`src/rtl/eth_frame_arb2.sv`:
```
// Frame-atomic 2:1 arbiter for 36-bit framed streams {occ,eof,sof,data}.
// Grants one requester per frame and switches only after an eof word has been accepted downstream.
module eth_frame_arb2 #(
    parameter int PRIO_MODE = 0,
    parameter int CNT_W     = 16
) (
    input  logic             clk,
    input  logic             reset,
    input  logic             clear,
    input  logic [35:0]      data0_i,
    input  logic             src_rdy0_i,
    output logic             dst_rdy0_o,
    input  logic [35:0]      data1_i,
    input  logic             src_rdy1_i,
    output logic             dst_rdy1_o,
    output logic [35:0]      dataout,
    output logic             src_rdy_o,
    input  logic             dst_rdy_i,
    output logic             busy,
    output logic [CNT_W-1:0] frames_out
);

    typedef enum logic [1:0] {
        ARB_IDLE  = 2'd0,
        ARB_SEND0 = 2'd1,
        ARB_SEND1 = 2'd2
    } arb_state_t;

    arb_state_t state;
    logic       last_grant;
    logic       grant0;
    logic       grant1;
    logic       xfer0;
    logic       xfer1;

    // in0 wins when alone, under fixed priority, or when in1 held the previous grant.
    assign grant0 = src_rdy0_i & (~src_rdy1_i | (PRIO_MODE != 0) | last_grant);
    assign grant1 = src_rdy1_i & ~grant0;

    assign xfer0 = src_rdy0_i & dst_rdy0_o;
    assign xfer1 = src_rdy1_i & dst_rdy1_o;
    assign busy  = (state != ARB_IDLE);

    always_comb begin
        dataout    = 36'h0;
        src_rdy_o  = 1'b0;
        dst_rdy0_o = 1'b0;
        dst_rdy1_o = 1'b0;
        case (state)
            ARB_SEND0: begin
                dataout    = data0_i;
                src_rdy_o  = src_rdy0_i;
                dst_rdy0_o = dst_rdy_i;
            end
            ARB_SEND1: begin
                dataout    = data1_i;
                src_rdy_o  = src_rdy1_i;
                dst_rdy1_o = dst_rdy_i;
            end
            default: begin
            end
        endcase
    end

    // The idle cycle between frames is where arbitration happens; the unused code 3 falls back to idle.
    always_ff @(posedge clk) begin
        if (reset || clear) begin
            state      <= ARB_IDLE;
            last_grant <= 1'b1;
            frames_out <= '0;
        end else begin
            case (state)
                ARB_IDLE: begin
                    if (grant0) begin
                        state      <= ARB_SEND0;
                        last_grant <= 1'b0;
                    end else if (grant1) begin
                        state      <= ARB_SEND1;
                        last_grant <= 1'b1;
                    end
                end
                ARB_SEND0: begin
                    if (xfer0 && data0_i[33]) begin
                        state      <= ARB_IDLE;
                        frames_out <= frames_out + CNT_W'(1);
                    end
                end
                ARB_SEND1: begin
                    if (xfer1 && data1_i[33]) begin
                        state      <= ARB_IDLE;
                        frames_out <= frames_out + CNT_W'(1);
                    end
                end
                default: state <= ARB_IDLE;
            endcase
        end
    end

endmodule
```
`config.mk`:
```
export PLATFORM = sky130hd
export DESIGN_NAME = eth_frame_arb2
export DESIGN_NICKNAME = d
export VERILOG_FILES = /design/src/rtl/eth_frame_arb2.sv
export SDC_FILE = /design/constraint.sdc
export NUM_CORES = 1
export LEC_CHECK = 0
export CORE_ASPECT_RATIO = 1.4
export CORE_MARGIN = 4
export CORE_UTILIZATION = 35
export DETAILED_ROUTE_END_ITERATION = 10
export PLACE_DENSITY = 0.88
export RECOVER_POWER = 50
export SLEW_MARGIN = 40
export SYNTH_ARGS = -nofsm -noshare
export SYNTH_HDL_FRONTEND = slang
export SYNTH_SLANG_ARGS = --single-unit
```
`constraint.sdc`:
```
create_clock -name clk -period 4.2 [get_ports clk]
set_input_delay 0.84 -clock clk [delete_from_list [all_inputs] [get_ports clk]]
set_output_delay 0.84 -clock clk [all_outputs]
set_load 0.02 [all_outputs]
```
After elaboration in Yosys (flattened, before gate mapping)
Index checks and enable logic that the tools add are counted.
Widths: inputs -> output; s select.
- flip-flop bits (word level): 19
- logic and storage cells: 40
- bits of input ports: 78
- output and inout bits: 56
- equality and inequality tests: 5
- muxes and demuxes: 14
- bitwise logic cells: 7
- reductions and logical operators: 10
- add/sub/neg operators: 1
- operators with widths (cell ; count):
    $pmux 36 s2 ; 1
    $mux 16 ; 2
    $pmux 16 s2 ; 1
    $add 16x1->16 const B ; 1
    $mux 2 ; 4
    $pmux 2 s3 ; 1
    $reduce_and 3->1 ; 2
    $reduce_bool 2->1 ; 3
    $and 1x1->1 ; 4
    $mux 1 ; 4
    $ne 2x2->1 const B ; 2
    $ne 3x3->1 const B ; 1
    $eq 2x1->1 const B ; 1
    $eq 2x2->1 const B ; 1
    $logic_and 1x1->1 ; 2
    $logic_not 2->1 ; 1
    $not 1->1 ; 2
    $pmux 1 s2 ; 1
    $reduce_and 2->1 ; 1
    $logic_or 1x1->1 ; 1
    $or 1x1->1 ; 1

Depth between registers and ports, before layout
Gate-level depths: netlist of the first run.
- depth after elaboration: 8
- depth in mapped cells: 8
- gate-level depth less buffers: 6

Least setup slack after synthesis of the first run
OpenSTA, ideal clock, no wires.
- path kind: register to output
- from: register state[0]
- to: output port dataout[0]
- buffers on the path: 2
- data arrival time: 1465 ps
- data required time: 3360 ps
- stages on the path, launching flop included: 6
- path slack: 1895 ps
- cells stage by stage: dfxtp_1 inv_1 ha_1 clkbuf_1 clkbuf_1 nor2b_1
- word-level cells in the longest chain between the ends: 2
- elaborated cells between the ends (all ways): 3
- those cells by class: eq/ne (2); mux (1)
- ends and longest elaborated chain (element ; RTL line ; source):
    from (decl) ; 29 ; arb_state_t state;
    from (signal assigned) ; 68 ; state <= ARB_IDLE;
    from (signal assigned) ; 75 ; state <= ARB_SEND0;
    from (signal assigned) ; 78 ; state <= ARB_SEND1;
    $eq 2x2->1 / $eq 2x1->1 (equally long branches) ; 49 ; case (state)
    $pmux 36 s2 * ; 49 ;
    to (decl) ; 16 ; output logic [35:0] dataout,
Mark *: on every way between the ends. The rest lies on a longest branch, timed or not.

Worst setup path in the final report of the first run
- from: register state[1]
- to: output port dataout[3]
The elaborated chain is that of the path after synthesis.

==> results of run 1 <==
[worst max-delay path: stages (launching register included)]
cell,delay (ns)
sky130_fd_sc_hd__dfxtp_1,0.36
sky130_fd_sc_hd__inv_1,0.07
sky130_fd_sc_hd__ha_1,0.88
sky130_fd_sc_hd__nor2b_1,0.24
sky130_fd_sc_hd__clkdlybuf4s50_1,0.65
[power by group through the flow]
stage / registers [mW] / clock network, mW / logic (mW)
final: 0.184 / 0.135 / 0.163
after global routing: 0.184 / 0.145 / 0.175
after CTS: 0.184 / 0.137 / 0.165
after detailed placement: 0.188 / 0 / 0.164
after global placement: 0.188 / 0 / 0.162
after floorplan: 0.188 / 0 / 0.0657
[per-layer routing]
layer | up-vias | part of all wire (%) | wire [um] | GRT usage, %
met5 | - | 0 | 0 | 0
met4 | 0 | 3.3 | 210 | 7.500
met3 | 15 | 11 | 710 | 7.317
met2 | 121 | 49 | 3159 | 38.83
met1 | 965 | 36 | 2345 | 22.37
li1 | 1049 | - | - | -
[path summary, 6_finish.rpt]
| kind | start | end | slack [ns] |
|---|---|---|---|
| max | state[1] | dataout[3] | 0.89 |
| max reg2reg | state[1] | frames_out[7] | 1.41 |
| min | frames_out[15] | frames_out[15] | 0.46 |
| min reg2reg | frames_out[15] | frames_out[15] | 0.46 |
[cell families after synthesis]
logic type / count (synthesis) / share of synthesized area (%)
simple gates: 89 / 33.70
mux: 1 / 0.6314
xor+xnor: 1 / 0.5526
compound gates: 74 / 31.81
buf+inv: 24 / 6.156
flops: 19 / 23.99
fa+ha+maj: 4 / 3.157
[cell usage in the layout (no fill, tap or decap), types with 2 or more instances in the layout]
cell	synthesis	layout
sky130_fd_sc_hd__or2_2	2	2
sky130_fd_sc_hd__nor2b_1	37	37
sky130_fd_sc_hd__or3_1	4	4
sky130_fd_sc_hd__nor2_1	4	4
sky130_fd_sc_hd__buf_4	0	2
sky130_fd_sc_hd__a22o_1	2	2
sky130_fd_sc_hd__dfxtp_1	19	19
sky130_fd_sc_hd__o21ai_0	7	7
sky130_fd_sc_hd__o31ai_1	7	7
sky130_fd_sc_hd__nand3_1	8	8
sky130_fd_sc_hd__nand2_1	9	9
sky130_fd_sc_hd__and2_1	2	2
sky130_fd_sc_hd__clkdlybuf4s50_1	0	115
sky130_fd_sc_hd__ha_1	4	3
sky130_fd_sc_hd__a21oi_1	16	16
sky130_fd_sc_hd__a22oi_1	39	39
sky130_fd_sc_hd__inv_1	7	7
sky130_fd_sc_hd__nor3_1	2	2
sky130_fd_sc_hd__clkbuf_8	0	3
sky130_fd_sc_hd__or4_1	5	5
sky130_fd_sc_hd__nand4_1	7	7
sky130_fd_sc_hd__dlygate4sd3_1	0	18
sky130_fd_sc_hd__and4_1	3	3
[registers in the layout, indices dropped and copies added, names as in the netlist]
signal,cells
frames_out,16
state,2
last_grant,1
[per-stage QoR]
stage | hold WS [ns] | power (mW) | cell area [um^2] | util [%] | std cells
6_report | 0.4644 | 0.4822 | 2987 | 69.31 | 394
5_1_grt | 0.4933 | 0.5038 | 2987 | 69.31 | 394
4_1_cts | 0.4751 | 0.4855 | 2989 | 69.37 | 394
3_5_place_dp | 0.4647 | 0.3518 | 2940 | 68.23 | 390
3_3_place_gp | 0.4534 | 0.3494 | 2935 | 68.12 | 390
2_1_floorplan | 0.4662 | 0.2537 | 1585 | - | 212
[final cells by class]
type | instances | area, um^2
clock buffer | 3 | 41.29
clock inverter | 1 | 7.507
fill | 369 | 1323
inverter | 7 | 26.28
multi-input combinational | 169 | 1110
sequential | 19 | 380.4
tap | 60 | 75.07
timing repair buffer | 135 | 1346
==> impl_summary.log, run 1 <==
[metrics] ys async rst share: 0%
[metrics] switching part of the total power: 27.85%
[metrics] Max Clock Freq: around 300 MHz
[metrics] total vias in the final route: 2,150
[metrics] insertion delay to the later sink of the worst-skew pair: 0.27 ns
[metrics] post-DR vias/cell: ~5.5
[metrics] clock buffer depth: 2
[metrics] number of iterations in the first detailed-routing pass: 4
[metrics] sequential area share after synthesis: between 20% and 30%
[metrics] count of different cell masters after synthesis: 33
[metrics] CTS clk-pin slew, worst paths: 0.07 ns
[metrics] count of pins on the block boundary: roughly 130
[metrics] maximum number of pins on one net before global-route repair: 40
[metrics] first-pass GRT wire length: 9715 um
[metrics] Post-synth EDFFs: 0
[metrics] layout net count: between 400 and 500
[metrics] pre-CTS setup slack: 1.031 ns
[metrics] register bit count reported by yosys: 19
[metrics] primary flip-flop cell chosen by synthesis mapping: sky130_fd_sc_hd__dfxtp_1
[metrics] Min-Delay Path Class: flip-flop to flip-flop
[metrics] slew at the pin with the worst max-slew slack: 0.9018 ns
[metrics] clock tree from TritonCTS: built
[metrics] depth of the worst register-to-register path: 6
[metrics] total power density per cell area: 161.4 mW/mm^2
[metrics] design internal power: 0.3479 mW
[metrics] Mapped Avg Cell Area: 7.478 um^2
[metrics] count of instances resized after the clock tree is built: 0
[metrics] Initial Util: between 30% and 40%
[metrics] hold-fix buffers at CTS: 0
[metrics] number of antenna violations at the first check in global routing: 0
[metrics] number of clock sinks: 19
[metrics] largest area contributor in the synthesized netlist: sky130_fd_sc_hd__dfxtp_1
[metrics] iteration-0 DRC count of the detailed router: approximately 180
[metrics] Cells on Worst Hold Path: 2
[metrics] Final HPWL DP: between 5000 and 6000 um
[metrics] most frequent cells after synthesis: 39 x sky130_fd_sc_hd__a22oi_1, 37 x sky130_fd_sc_hd__nor2b_1, 19 x sky130_fd_sc_hd__dfxtp_1
[metrics] run status: complete, no violations
[metrics] port bufs: about 130
[metrics] area inside the core boundary: ~0.0043 mm^2
[metrics] WP data arrival: 2.47 ns
[metrics] cell with the most instances after synthesis: sky130_fd_sc_hd__a22oi_1
[metrics] sequential fraction of design power: 38.1%
[metrics] Final Hold Vio Count: 0
[metrics] clock buffer count from CTS: 3
[metrics] num rows: 28
[metrics] Worst slew margin: roughly 40%
[metrics] Post-Syn Instances: 212
[metrics] period utilization: a little under 80%
[metrics] H-tree depth: 1
[metrics] syn nets: 294
[metrics] CTS Root Cell: sky130_fd_sc_hd__clkbuf_8
[metrics] fraction of power consumed by the clock network: between 20% and 30%
[metrics] Area growth, synth to finish: 88.40%
[metrics] highest net fanout along the worst path: 39
[metrics] Post-CTS Setup Repair Bufs: 0
[metrics] category of the worst setup path capture point: output port
[metrics] wire length reported by the detailed router: between 6000 and 7000 um
[metrics] area share of the leading cell type in the synthesized netlist: approximately a quarter
[metrics] floorplan die area: ~0.0057 mm^2
[metrics] Detail Route Antenna Nets: 0
[metrics] Final min period: 3.311 ns
[metrics] Worst Path Required: 3.36 ns
[metrics] Warnings, synthesis: 0
[metrics] Worst setup SP type: flip-flop
[metrics] type of the worst setup path: flip-flop to output port
[metrics] antenna diode instance count: 0
[metrics] largest cells by area after synthesis: sky130_fd_sc_hd__dfxtp_1 24%, sky130_fd_sc_hd__a22oi_1 18%, sky130_fd_sc_hd__nor2b_1 15%
[metrics] final setup violating endpoints: 0
[metrics] slack of the critical path: between 0.8 and 0.9 ns
[metrics] total congestion overflow after global routing: 0
[metrics] pins over their slew limit: 0
[metrics] worst clock skew: just under 0.005 ns
[metrics] Synth Cell Area: between 0.0015 and 0.002 mm^2
[metrics] die height: 87.63 um
[metrics] Net Switching: 0.1343 mW
[metrics] VDD IR max: 0.00009351 V
[metrics] All-Layer GR Usage: 21.23%
[metrics] maxcap violations: 0
[metrics] Die Span X: 64.88 um
[metrics] vias in the first global route: about 2,100
[metrics] combinational share of power: between 30% and 40%
[metrics] share of post-route cells with drive strength above 1: 3.293%
[metrics] post-route DRC violation count: 0
[metrics] sum of negative setup slack: 0 ns
[metrics] RSZ-0062 raised after global routing: false
[metrics] routed length per instance: 16.31 um
[metrics] Routability Congestion: about 0.77
[metrics] static leakage: roughly 0.95 nW
No activity file was read; power rests on OpenSTA's default activity.
==> run 2, diff against run 1 <==
--- a/config.mk
+++ b/config.mk
@@ -7,9 +7,9 @@
 export LEC_CHECK = 0
 export CORE_ASPECT_RATIO = 1.4
 export CORE_MARGIN = 4
-export CORE_UTILIZATION = 35
+export CORE_UTILIZATION = 29
 export DETAILED_ROUTE_END_ITERATION = 10
-export PLACE_DENSITY = 0.88
+export PLACE_DENSITY = 0.78
 export RECOVER_POWER = 50
 export SLEW_MARGIN = 40
 export SYNTH_ARGS = -nofsm -noshare
==> constraint.sdc (replaced) <==
create_clock -name clk -period 2.75 [get_ports clk]
set_input_delay 0.55 -clock clk [delete_from_list [all_inputs] [get_ports clk]]
set_output_delay 0.55 -clock clk [all_outputs]
set_load 0.02 [all_outputs]
==> impl_summary.log, run 2 (synthesized netlist as in run 1, its figures left out) <==
[metrics] worst clock skew: 0.0009568 ns (-0.003931 ns)
[metrics] Max Clock Freq: between 300 and 400 MHz
[metrics] total of fill cells in the finished design: 477 (+29%)
[metrics] clock buffer depth: 2 (unchanged)
[metrics] first-pass GRT wire length: 9308 um (-4.2%)
[metrics] RSZ-0062 raised after global routing: false
[metrics] type of the worst setup path: flip-flop to output port
[metrics] category of the worst setup path capture point: output port
[metrics] flip-flop count of the largest register after layout: 16 (unchanged)
[metrics] Final Hold Vio Count: 0 (unchanged)
[metrics] num rows: 31 (+11%)
[metrics] FF+latch area: 380.4 um^2 (unchanged)
[metrics] highest net fanout along the worst path: 34 (-13%)
[metrics] cell with the biggest individual delay on the critical path: sky130_fd_sc_hd__clkdlybuf4s50_1
[metrics] wire length reported by the detailed router: 6239 um (-2.9%)
[metrics] maxcap violations: 0 (unchanged)
[metrics] number of antenna violations at the first check in global routing: 0 (unchanged)
[metrics] Worst setup SP type: flip-flop
[metrics] share of post-route cells with drive strength above 1: 3.529% (+0.24 points)
[metrics] Crit path largest cell delay: 0.64 ns (-0.24 ns)
[metrics] Die Span X: 70.49 um (+8.6%)
[metrics] sum of negative setup slack: 0 ns (unchanged)
[metrics] Routability Congestion: 0.7853 (+2.7%)
[metrics] count of instances resized after the clock tree is built: 0 (unchanged)
[metrics] Worst slew margin: 58.27% (+18 points)
[metrics] sequential fraction of design power: 38.1% (about the same)
[metrics] Reg with most FFs: frames_out
[metrics] H-tree depth: 1 (unchanged)
[metrics] Worst Path Required: 2.20 ns (-1.16 ns)
[metrics] post-route DRC violation count: 0 (unchanged)
[metrics] total power density per cell area: 240.4 mW/mm^2 (+49%)
[metrics] registers with the most flip-flops: frames_out x16, state x2, last_grant x1
[metrics] run status: complete, no violations
[metrics] cell family with most CP delay: buffers and inverters
[metrics] area occupied by multi-input gates: 0.001107 mm^2 (-0.23%)
[metrics] critical path cell sequence: inv_1 > ha_1 > buf_12 > a22oi_1 > nor2b_1 > clkdlybuf4s50_1
[metrics] area inside the core boundary: 0.005236 mm^2 (+22%)
[metrics] CTS clk-pin slew, worst paths: 0.07 ns (about the same)
[metrics] Final min period: 2.574 ns
[metrics] total congestion overflow after global routing: 0 (unchanged)
[metrics] final setup violating endpoints: 0 (unchanged)
[metrics] number of iterations in the first detailed-routing pass: 4 (unchanged)
[metrics] routed length per instance: 15.37 um (-5.8%)
[metrics] clock buffer count from CTS: 3 (unchanged)
[metrics] Core Util, Final: 58.42% (-11 points)
[metrics] vias in the first global route: 2,045 (-4.1%)
[metrics] Min-Delay Path Class: flip-flop to flip-flop
[metrics] combinational share of power: 35.6% (+1.7 points)
[metrics] worst hold slack after final layout: 0.4778 ns (+0.01344 ns)
[metrics] port bufs: 133 (unchanged)
[metrics] fraction of power consumed by the clock network: 26.3% (-1.7 points)
[metrics] Final HPWL DP: 4987 um (-4.2%)
[metrics] leading cell type in the layout, fill and taps excluded: sky130_fd_sc_hd__clkdlybuf4s50_1
[metrics] insertion delay to the later sink of the worst-skew pair: 0.25 ns (-0.02 ns)
[metrics] Area growth, synth to finish: 92.98%
[metrics] pins over their slew limit: 0 (unchanged)
[metrics] clock tree from TritonCTS: built
[metrics] design internal power: 0.5410 mW (+56%)
[metrics] VDD IR max: 0.0001576 V (+69%)
[metrics] All-Layer GR Usage: 16.84% (-4.4 points)
[metrics] count of pins on the block boundary: 134 (unchanged)
[metrics] switching part of the total power: 26.43% (-1.4 points)
[metrics] Detail Route Antenna Nets: 0 (unchanged)
[metrics] die height: 95.48 um (+9.0%)
[metrics] Post-CTS Setup Repair Bufs: 0 (unchanged)
[metrics] floorplan die area: 0.006730 mm^2 (+18%)
[metrics] CTS Root Cell: sky130_fd_sc_hd__clkbuf_8
[metrics] maximum number of pins on one net before global-route repair: 43 (+7.5%)
[metrics] period utilization: a little over nine tenths
[metrics] post-DR vias/cell: 5.315 (-2.6%)
[metrics] slew at the pin with the worst max-slew slack: 0.6202 ns (-0.2817 ns)
[metrics] hold-fix buffers at CTS: 0 (unchanged)
[metrics] count of buffer and inverter cells on the critical path: 3 (+1)
[metrics] WP data arrival: 2.02 ns (-0.45 ns)
[metrics] iteration-0 DRC count of the detailed router: 121 (-32%)
[metrics] layout net count: 423 (+1.4%)
[metrics] total vias in the final route: 2,158 (+0.37%)
[metrics] number of clock sinks: 19 (unchanged)
[metrics] static leakage: 0.9880 nW (+3.5%)
[metrics] commonest cells after routing, fill and taps aside: 114 x sky130_fd_sc_hd__clkdlybuf4s50_1, 39 x sky130_fd_sc_hd__a22oi_1, 37 x sky130_fd_sc_hd__nor2b_1, 19 x sky130_fd_sc_hd__dfxtp_1, 19 x sky130_fd_sc_hd__dlygate4sd3_1
[metrics] Net Switching: 0.1944 mW (+45%)
[metrics] Initial Util: 30.27% (-6.5 points)
[metrics] antenna diode instance count: 0 (unchanged)
==> run 2: changes by cell type in the layout (fill, tap and decap cells not counted) <==
| cell | delta |
|---|---|
| sky130_fd_sc_hd__buf_12 | +3 |
| sky130_fd_sc_hd__clkbuf_1 | +4 |
| sky130_fd_sc_hd__clkdlybuf4s50_1 | -1 |
| sky130_fd_sc_hd__clkinvlp_4 | -1 |
| sky130_fd_sc_hd__dlygate4sd3_1 | +1 |
| sky130_fd_sc_hd__ha_1 | +1 |
| sky130_fd_sc_hd__ha_2 | -1 |
==> run 2: layout make-up <==
| cell class | count | area share [%] |
|---|---|---|
| Multi-Input combinational cell | 169 | 36.20 |
| Timing Repair Buffer | 141 | 46.34 |
| Inverter | 7 | 0.8589 |
| Clock buffer | 4 | 1.472 |
| Tap cell | 66 | 2.699 |
| Sequential cell | 19 | 12.43 |
==> run 2: worst reg2reg max path: cells and delay by family, from the launching register on <==
family / cells / cell delay (ns)
adders and majority gates: 1 / 0.32
buffers and inverters: 3 / 0.49
AOI/OAI and AO/OA: 2 / 0.50
and+or+nand+nor: 2 / 0.50
DFF: 1 / 0.36
==> run 2: worst paths after layout <==
| path | slack [ns] | cells past startpoint | endpoint | startpoint |
|---|---|---|---|---|
| hold / removal | 0.48 | 2 | frames_out[15] | frames_out[15] |
| setup reg to reg | 0.51 | 8 | frames_out[3] | state[0] |
| hold reg to reg | 0.48 | 2 | frames_out[15] | frames_out[15] |
| setup / recovery | 0.18 | 6 | dataout[13] | state[1] |
==> run 2: per-stage QoR <==
| step | instances | total power, mW | worst slack [ns] | area [um^2] |
|---|---|---|---|---|
| floorplan | 212 | 0.3875 | 0.7352 | 1585 |
| global placement | 402 | 0.5485 | 0.2963 | 3025 |
| detailed placement | 402 | 0.5532 | 0.2811 | 3025 |
| CTS | 406 | 0.7469 | 0.1575 | 3070 |
| global route | 406 | 0.7704 | 0.1074 | 3059 |
| finish | 406 | 0.7355 | 0.1757 | 3059 |
==> run 2: per-layer routing <==
metal	track usage, %	part of all wire (%)	vias up
met5	0	0	-
met4	5.272	1.3	0
met2	31.41	54	88
met1	18.10	37	1009
met3	4.958	8.2	6
li1	-	-	1055
==> run 2: power groups by stage <==
stage | Sequential [mW] | Combinational, mW | Clock [mW]
after floorplan | 0.287 | 0.100 | 0
after global placement | 0.287 | 0.262 | 0
after detailed placement | 0.287 | 0.266 | 0
after CTS | 0.280 | 0.267 | 0.199
after global routing | 0.281 | 0.280 | 0.210
final | 0.280 | 0.262 | 0.193
